**src/rtl/seq_div_8bit.sv**
```systemverilog
// seq_div_8bit -- sequential unsigned restoring divider.
//
// A start seen while idle (or in the done cycle) captures the operands and
// runs WIDTH shift/subtract iterations, one per clock, then presents the
// registered quotient/remainder with a one-cycle done pulse. A zero divisor
// skips the iterations and completes on the next edge with quotient all ones
// and remainder equal to the dividend.
//
// Ports:
//   clk          in   clock, all state changes on the rising edge
//   rst          in   asynchronous active-high reset
//   start        in   begin a division (ignored while busy)
//   dividend     in   [WIDTH-1:0] unsigned dividend, sampled with start
//   divisor      in   [WIDTH-1:0] unsigned divisor, sampled with start
//   quotient     out  [WIDTH-1:0] quotient of the last completed operation
//   remainder    out  [WIDTH-1:0] remainder of the last completed operation
//   busy         out  high while iterating
//   done         out  one-cycle pulse, first cycle the results are valid
//   div_by_zero  out  last completed operation had divisor = 0
module seq_div_8bit #(
  parameter int WIDTH = 8
) (
  input  logic             clk,
  input  logic             rst,
  input  logic             start,
  input  logic [WIDTH-1:0] dividend,
  input  logic [WIDTH-1:0] divisor,
  output logic [WIDTH-1:0] quotient,
  output logic [WIDTH-1:0] remainder,
  output logic             busy,
  output logic             done,
  output logic             div_by_zero
);

  localparam int CW = $clog2(WIDTH + 1);

  typedef enum logic [1:0] {
    S_IDLE,
    S_RUN,
    S_DONE
  } state_t;

  state_t           r_state;
  state_t           w_state_next;

  logic [WIDTH:0]   r_p;
  logic [WIDTH-1:0] r_q;
  logic [WIDTH-1:0] r_d;
  logic [CW-1:0]    r_cnt;

  logic             w_accept;
  logic             w_zero;
  logic             w_last;
  logic [WIDTH:0]   w_shift;
  logic [WIDTH:0]   w_t;
  logic [WIDTH:0]   w_p_next;
  logic [WIDTH-1:0] w_q_next;

  assign w_accept = start && (r_state != S_RUN);
  assign w_zero   = (divisor == '0);
  // The counter reaching WIDTH means all iterations have been applied; that
  // extra RUN cycle is the one that transfers P/Q into the result registers.
  assign w_last   = (r_cnt == CW'(WIDTH));

  // One restoring step; the WIDTH+1 bit difference keeps the borrow in the MSB.
  assign w_shift  = {r_p[WIDTH-1:0], r_q[WIDTH-1]};
  assign w_t      = w_shift - {1'b0, r_d};
  assign w_p_next = w_t[WIDTH] ? w_shift : w_t;
  assign w_q_next = {r_q[WIDTH-2:0], ~w_t[WIDTH]};

  always_ff @(posedge clk or posedge rst) begin
    if (rst) begin
      r_state <= S_IDLE;
    end else begin
      r_state <= w_state_next;
    end
  end

  always_comb begin
    w_state_next = r_state;
    busy         = 1'b0;
    done         = 1'b0;
    case (r_state)
      S_IDLE: begin
        if (start) w_state_next = w_zero ? S_DONE : S_RUN;
      end
      S_RUN: begin
        busy = 1'b1;
        if (w_last) w_state_next = S_DONE;
      end
      S_DONE: begin
        done = 1'b1;
        if (start) w_state_next = w_zero ? S_DONE : S_RUN;
        else       w_state_next = S_IDLE;
      end
      default: w_state_next = S_IDLE;
    endcase
  end

  always_ff @(posedge clk or posedge rst) begin
    if (rst) begin
      r_p         <= '0;
      r_q         <= '0;
      r_d         <= '0;
      r_cnt       <= '0;
      quotient    <= '0;
      remainder   <= '0;
      div_by_zero <= 1'b0;
    end else begin
      if (w_accept && !w_zero) begin
        r_p   <= '0;
        r_q   <= dividend;
        r_d   <= divisor;
        r_cnt <= '0;
      end else if (r_state == S_RUN && !w_last) begin
        r_p   <= w_p_next;
        r_q   <= w_q_next;
        r_cnt <= r_cnt + 1'b1;
      end

      if (w_accept && w_zero) begin
        quotient    <= '1;
        remainder   <= dividend;
        div_by_zero <= 1'b1;
      end else if (r_state == S_RUN && w_last) begin
        quotient    <= r_q;
        remainder   <= r_p[WIDTH-1:0];
        div_by_zero <= 1'b0;
      end
    end
  end

endmodule
```
**config.mk**
```make
export PLATFORM = sky130hd
export DESIGN_NAME = seq_div_8bit
export DESIGN_NICKNAME = d
export VERILOG_FILES = /design/src/rtl/seq_div_8bit.sv
export SDC_FILE = /design/constraint.sdc
export NUM_CORES = 1
export LEC_CHECK = 0
export BUFFER_PORTS_ARGS = -buffer_cell sky130_fd_sc_hd__buf_2
export CORE_ASPECT_RATIO = 0.75
export CORE_MARGIN = 3
export CORE_UTILIZATION = 50
export DETAILED_ROUTE_END_ITERATION = 8
export HOLD_SLACK_MARGIN = 0.06
export PLACE_DENSITY = 0.85
export SLEW_MARGIN = 20
export SYNTH_ARGS = -nofsm -noshare
export SYNTH_HDL_FRONTEND = slang
export SYNTH_SLANG_ARGS = --single-unit
```
**constraint.sdc**
```tcl
create_clock -name clk -period 2.3 [get_ports clk]
set_clock_uncertainty 0.1 [all_clocks]
set_input_delay 0.46 -clock clk [delete_from_list [all_inputs] [get_ports clk]]
set_output_delay 0.46 -clock clk [all_outputs]
set_load 0.02 [all_outputs]
```
# --- After elaboration in Yosys (flattened, before gate mapping) ---
# Index checks and enable logic that the tools add are counted.
word_totals:
  rom_bits: 0
  ram_bits: 0
  memories: 0
  in_bits: 19
  reg_bits: 47
  latchBits: 0
classes:
  eq_ne: 6
  reduce_logical: 12
  bitwise: 1
  n_mul: 0
  div: 0
  shifts: 0
  addsub: 2
  n_lt_le_gt_ge: 0
  mux: 20
ops:
  columns: ["operator", "n"]
  rows:
  - ["2-to-1 mux 8 bit", 9]
  - ["subtractor 9 x 8 -> 9 bit", 1]
  - ["logical NOT 8 bit", 1]
  - ["2-to-1 mux 2 bit", 4]
  - ["2-to-1 mux 4 bit", 2]
  - ["one-hot mux 2 bit (3 select lines)", 1]
  - ["logical AND 1 bit", 5]
  - ["adder 4 x 1 -> 4 bit, second input constant", 1]
  - ["== test 4 bit, second input constant", 1]
  - ["2-to-1 mux 1 bit", 4]
  - ["inequality test 2 bit, second input constant", 2]
  - ["nonzero test 2 bit", 2]
  - ["== test 2 x 1 -> 1 bit, second input constant", 1]
  - ["== test 2 bit, second input constant", 1]
  - ["logical NOT 1 bit", 2]
  - ["logical NOT 2 bit", 1]
  - ["inequality test 2 x 1 -> 1 bit, second input constant", 1]
  - ["AND reduction 2 bit", 1]
  - ["inverter 1 bit", 1]

# --- Depth between registers and ports, before layout ---
depth:
  depth_word: 5
  ltp_mapped: 10

# --- Worst setup path before layout ---
# No wires, ideal clock.
synth_timing:
  path_kind: "flip-flop to flip-flop"
  from: "reg r_q[7]"
  to: "reg r_p[0]"
  arrival_time_ps: 2196
  stages_incl_launch_ff: 11
  n_path_buf: 0
  period_less_slack_ps: 2373
  required_time_ps: 2123
  setup_slack_ps: -73
  setup_time_ps: 77
  cell_sequence: "dfrtp_1 > inv_1 > ha_1 > inv_1 > fa_1 > a211oi_2 > nor3b_2 > mux2i_2 > nor2_4 > mux2_4 > o21ai_1"
synth_via:
  elab_chain_cells: 4
synth_rtl:
  columns: ["item", "line_no", "text"]
  rows:
  - ["from (decl)", "47", "logic [WIDTH-1:0] r_q;"]
  - ["from (signal assigned)", "112", "r_q <= dividend;"]
  - ["from (signal assigned)", "117", "r_q <= w_q_next;"]
  - ["subtractor 9 x 8 -> 9 bit", "67", "assign w_t = w_shift - {1'b0, r_d};"]
  - ["2-to-1 mux 8 bit *", "68", "assign w_p_next = w_t[WIDTH] ? w_shift : w_t;"]
  - ["2-to-1 mux 8 bit *", "115", "end else if (r_state == S_RUN && !w_last) begin"]
  - ["2-to-1 mux 8 bit *", "110", "if (w_accept && !w_zero) begin"]
  - ["to (signal assigned)", "116", "r_p <= w_p_next;"]
  - ["to (decl)", "46", "logic [WIDTH:0] r_p;"]
# Mark *: on every way between the ends. The rest lies on a longest branch, timed or not. The select of a mux whose other input is x is not followed.
# A chain may end at the register's enable or synchronous reset.

# --- Worst setup path in the final report ---
# Ends and elaborated chain as after synthesis.

==> results.md <==
- Number of flip-flops and latches in the synthesized netlist: 47
- Die X-Extent: 86.6 µm
- Worst slew margin relative to its limit: roughly 67%
- Global Route met1 Usage: between 30% and 40%
- Deepest level of the CTS H-tree: 2
- Area share of the largest cell type after synthesis: 48.3%
- Min-Delay Endpoint: r_d[0]
- Final critical-path setup slack: -0.0944 ns
- Final setup TNS: -0.226 ns
- Global Route met3 Usage: 4.48%
- Area of the mapped netlist: 2430 µm²
- Biggest fanout along the worst timing path: 7
- Critical path endpoint category: flip-flop
- Pin slew with the least headroom to its limit: around 0.50 ns
- Worst hold path startpoint: divisor[0]
- DRC violation count after routing: 0
- Part of the power in registers: 30.8%
- Most common cell in the synthesized netlist: nand2_1
- Initial cell density of the core: 53.3%
- Critical register-to-register path startpoint: r_q[7]
- Antenna violations before repair: 0
- Maximum number of pins on one net before global-route repair: 22
- Cell chain of the critical path: inv_2, ha_4, inv_2, fa_2, a211oi_4, nor3b_2, mux2i_2, nor2_4, mux2_4, o21ai_2
- Clock tree root buffer cell: clkbuf_8
- Iteration count of the initial detailed-routing pass: 4
- Unrepaired setup endpoints after global routing: yes
- Kind of critical path: flip-flop to flip-flop
- Clock transition at the registers of the reported paths: 0.09 ns
- Data required time of the worst path: 2.44 ns
- Number of pins with negative max-slew slack in the final report: 0
- Worst reg2reg endpoint: r_p[0]
- Maximum achievable frequency: 0.418 GHz
- Max Cap Violations: 0
- Count of yosys warnings during synthesis: 0
- Leakage power figure: 0.00147 µW
- Fraction of the core area covered by cells at the end of the flow: between 60 and 70%
- HPWL after detailed placement: 4.25 mm
- Initial DRC count: 144
- Tcrit/Tclk final: 104%
- Number of cells produced by synthesis: 254
- Aggregate global routing overflow: 0
- Post-synthesis sequential area ratio: 48.3%
- Slowest cell on the critical path: dfrtp_1
- GRT Max-Usage Layer: met2
- Maximum vdd ir drop: between 900 and 1000 µV
- Async S/R FF share, synth: 100%
- Floorplan row count: 21
- Sequential standard cell area: 1180 µm²
- Total power per unit cell area: 1650 nW/µm²
- Switching power of the nets: 2120 µW
- Top cell types by occurrence after synthesis: nand2_1, dfrtp_1, nand3_1
- Die Footprint: 5750 µm²
- Cells on worst reg2reg path: 10
- Clock tree buffer depth: 2
- Routed length per instance: 15.1 µm
- Net switching fraction of the power: 44.0%
- Number of synthesized flops with an enable pin: 0
- Most common flop cell mapped by yosys: dfrtp_1
- Global-route met2 utilization: 32.2%
- Hold violation total from the final report: 0
- Number of buffers added by the clock tree synthesis step: 5
- Global-route wire length before repair: about 9.4 mm
- Clk_lat worst skew: 0.31 ns
- Violations in the final reports: negative setup slack
- Fill cell count: 387
- Proportion of layout cells with a drive suffix above 1: a little over a quarter
- Number of cells on the worst hold path: 3
- Data arrival time of the critical path: 2.53 ns
- Final weighted congestion in routability-driven placement: 0.854
- Proportion of power drawn by combinational gates: between 50 and 60%
- Most area-hungry cell type in the Yosys netlist: dfrtp_1
- Via count: 2021
- TritonCTS clock tree: done
- Detailed-route wire length: 5.51 mm
- Startpoint class of the critical path: flip-flop
- Post-route ant nets: 0
- Number of global-route vias before repair: 1961
- Total area of multi-input combinational cells: 1200 µm²
- Clock network power share: 13.0%
- Status: finished, violations left
- Minimum clock period after layout: about 2.4 ns
- Growth of design area from synthesis to finish: 19.9%
- Number of nets in the final layout: roughly 340
- Count of distinct cell types in the synthesized netlist: between 40 and 50
- Die height: 66.4 µm
- Setup violations, final: 5
- Internal power component: 2690 µW
- DR vias/cell: 5.52
- Clock sinks: 47
- Core box area: 4570 µm²
- Mapped Avg Cell Area: 9.59 µm²
- Antenna diodes: 0
- Path category of the worst min-delay check: input port to flip-flop
- Top cells by area in the synthesized netlist: dfrtp_1, nand2_1, ha_1
- Top Ports: 38
- Highest cell delay on the worst timing path: between 0.4 and 0.5 ns
- Syn_nets: 284
- Most used cell along the critical path: inv_2
- Global Route Usage Sum: 21.2%
- Slack of the worst reg-to-reg path: -0.09 ns
- I/O Buffers: 37
## worst max-delay path, delay by kind of cell, from the launching register on
family | cells | cell delay, ns
AO/OA/AOI/OAI | 2 | 0.34
adder cells (fa/ha/maj) | 2 | 0.50
buffers and inverters | 2 | 0.12
flip-flops | 1 | 0.41
multiplexers | 2 | 0.51
AND/OR/NAND/NOR | 2 | 0.34
## how the worst max path moves through the flow
stage,start,cells after the start,end
after floorplan,r_q[7],10,r_p[0]
after global placement,r_q[7],10,r_p[0]
after detailed placement,r_q[7],10,r_p[0]
after CTS,r_q[7],10,r_p[0]
after global routing,r_q[7],10,r_p[0]
final,r_q[7],10,r_p[0]
## state kept, by name, indices dropped and copies added, names as in the netlist
| register | cells |
|---|---|
| quotient | 8 |
| r_d | 8 |
| r_p | 8 |
| r_q | 8 |
| remainder | 8 |
| r_cnt | 4 |
| r_state | 2 |
| div_by_zero | 1 |
## layout make-up
cell class / count / share of cell area, %
inverter: 14 / 1.80
multi-input combinational: 187 / 41.0
clock buffer: 5 / 2.36
timing repair buffer: 53 / 10.5
sequential: 47 / 40.3
clock inverter: 3 / 1.59
tap: 57 / 2.44
## layer usage
metal,vias up,share of wire (%)
li1,988,-
met1,944,46
met2,80,45
met3,9,7.8
met4,0,1.4
met5,-,0
## stage by stage
step | area, µm² | cells | total power, µW | hold WS, ns | worst slack, ns
final | 2920 | 366 | 4810 | 0.261 | -0.0944
after detailed placement | 2760 | 355 | 4060 | 0.303 | -0.0840
after floorplan | 2440 | 254 | 3320 | 0.346 | 0.0498
after CTS | 2890 | 365 | 4720 | 0.262 | -0.0849
after global placement | 2760 | 355 | 3920 | 0.298 | 0.0141
after global routing | 2920 | 366 | 5210 | 0.267 | -0.162
## power groups by stage
stage | Clock [µW] | Sequential [µW] | Combinational (µW)
after floorplan | 0 | 1590 | 1730
after global placement | 0 | 1460 | 2460
after detailed placement | 0 | 1490 | 2570
after CTS | 630 | 1470 | 2620
after global routing | 670 | 1520 | 3020
final | 627 | 1480 | 2710
## cells in the final DEF (no fill, tap or decap), types with 5 or more instances in the layout
| cell | synthesis | final |
|---|---|---|
| a21oi_1 | 6 | 6 |
| a22oi_1 | 15 | 15 |
| buf_2 | 1 | 37 |
| buf_4 | 1 | 15 |
| clkbuf_8 | 0 | 5 |
| dfrtp_1 | 47 | 47 |
| ha_1 | 10 | 9 |
| inv_1 | 14 | 11 |
| nand2_1 | 66 | 66 |
| nand3_1 | 19 | 19 |
| nor2_1 | 5 | 5 |
| o21ai_0 | 11 | 11 |
| xor2_1 | 7 | 7 |
## logic make-up (layout without fill, tap and decap cells)
kind of cell,Yosys count,count (layout),synth area share [%]
AND/OR/NAND/NOR,110,110,21.9
multiplexers,6,6,2.83
flip-flops,47,47,48.3
XOR/XNOR,8,8,2.88
buffers and inverters,20,75,3.60
AO/OA/AOI/OAI,52,52,14.5
adder cells (fa/ha/maj),11,11,5.96
## what timing repair did
item                                   in CTS  in global routing
setup endpoints to repair                   5                  9
setup buffers                               1                  1
hold buffers                                1                  0
endpoints found under the hold margin      11                  0
pin swaps                                   0                  2
gates resized for setup                     1                  5
(Power assumes the default switching activity.)
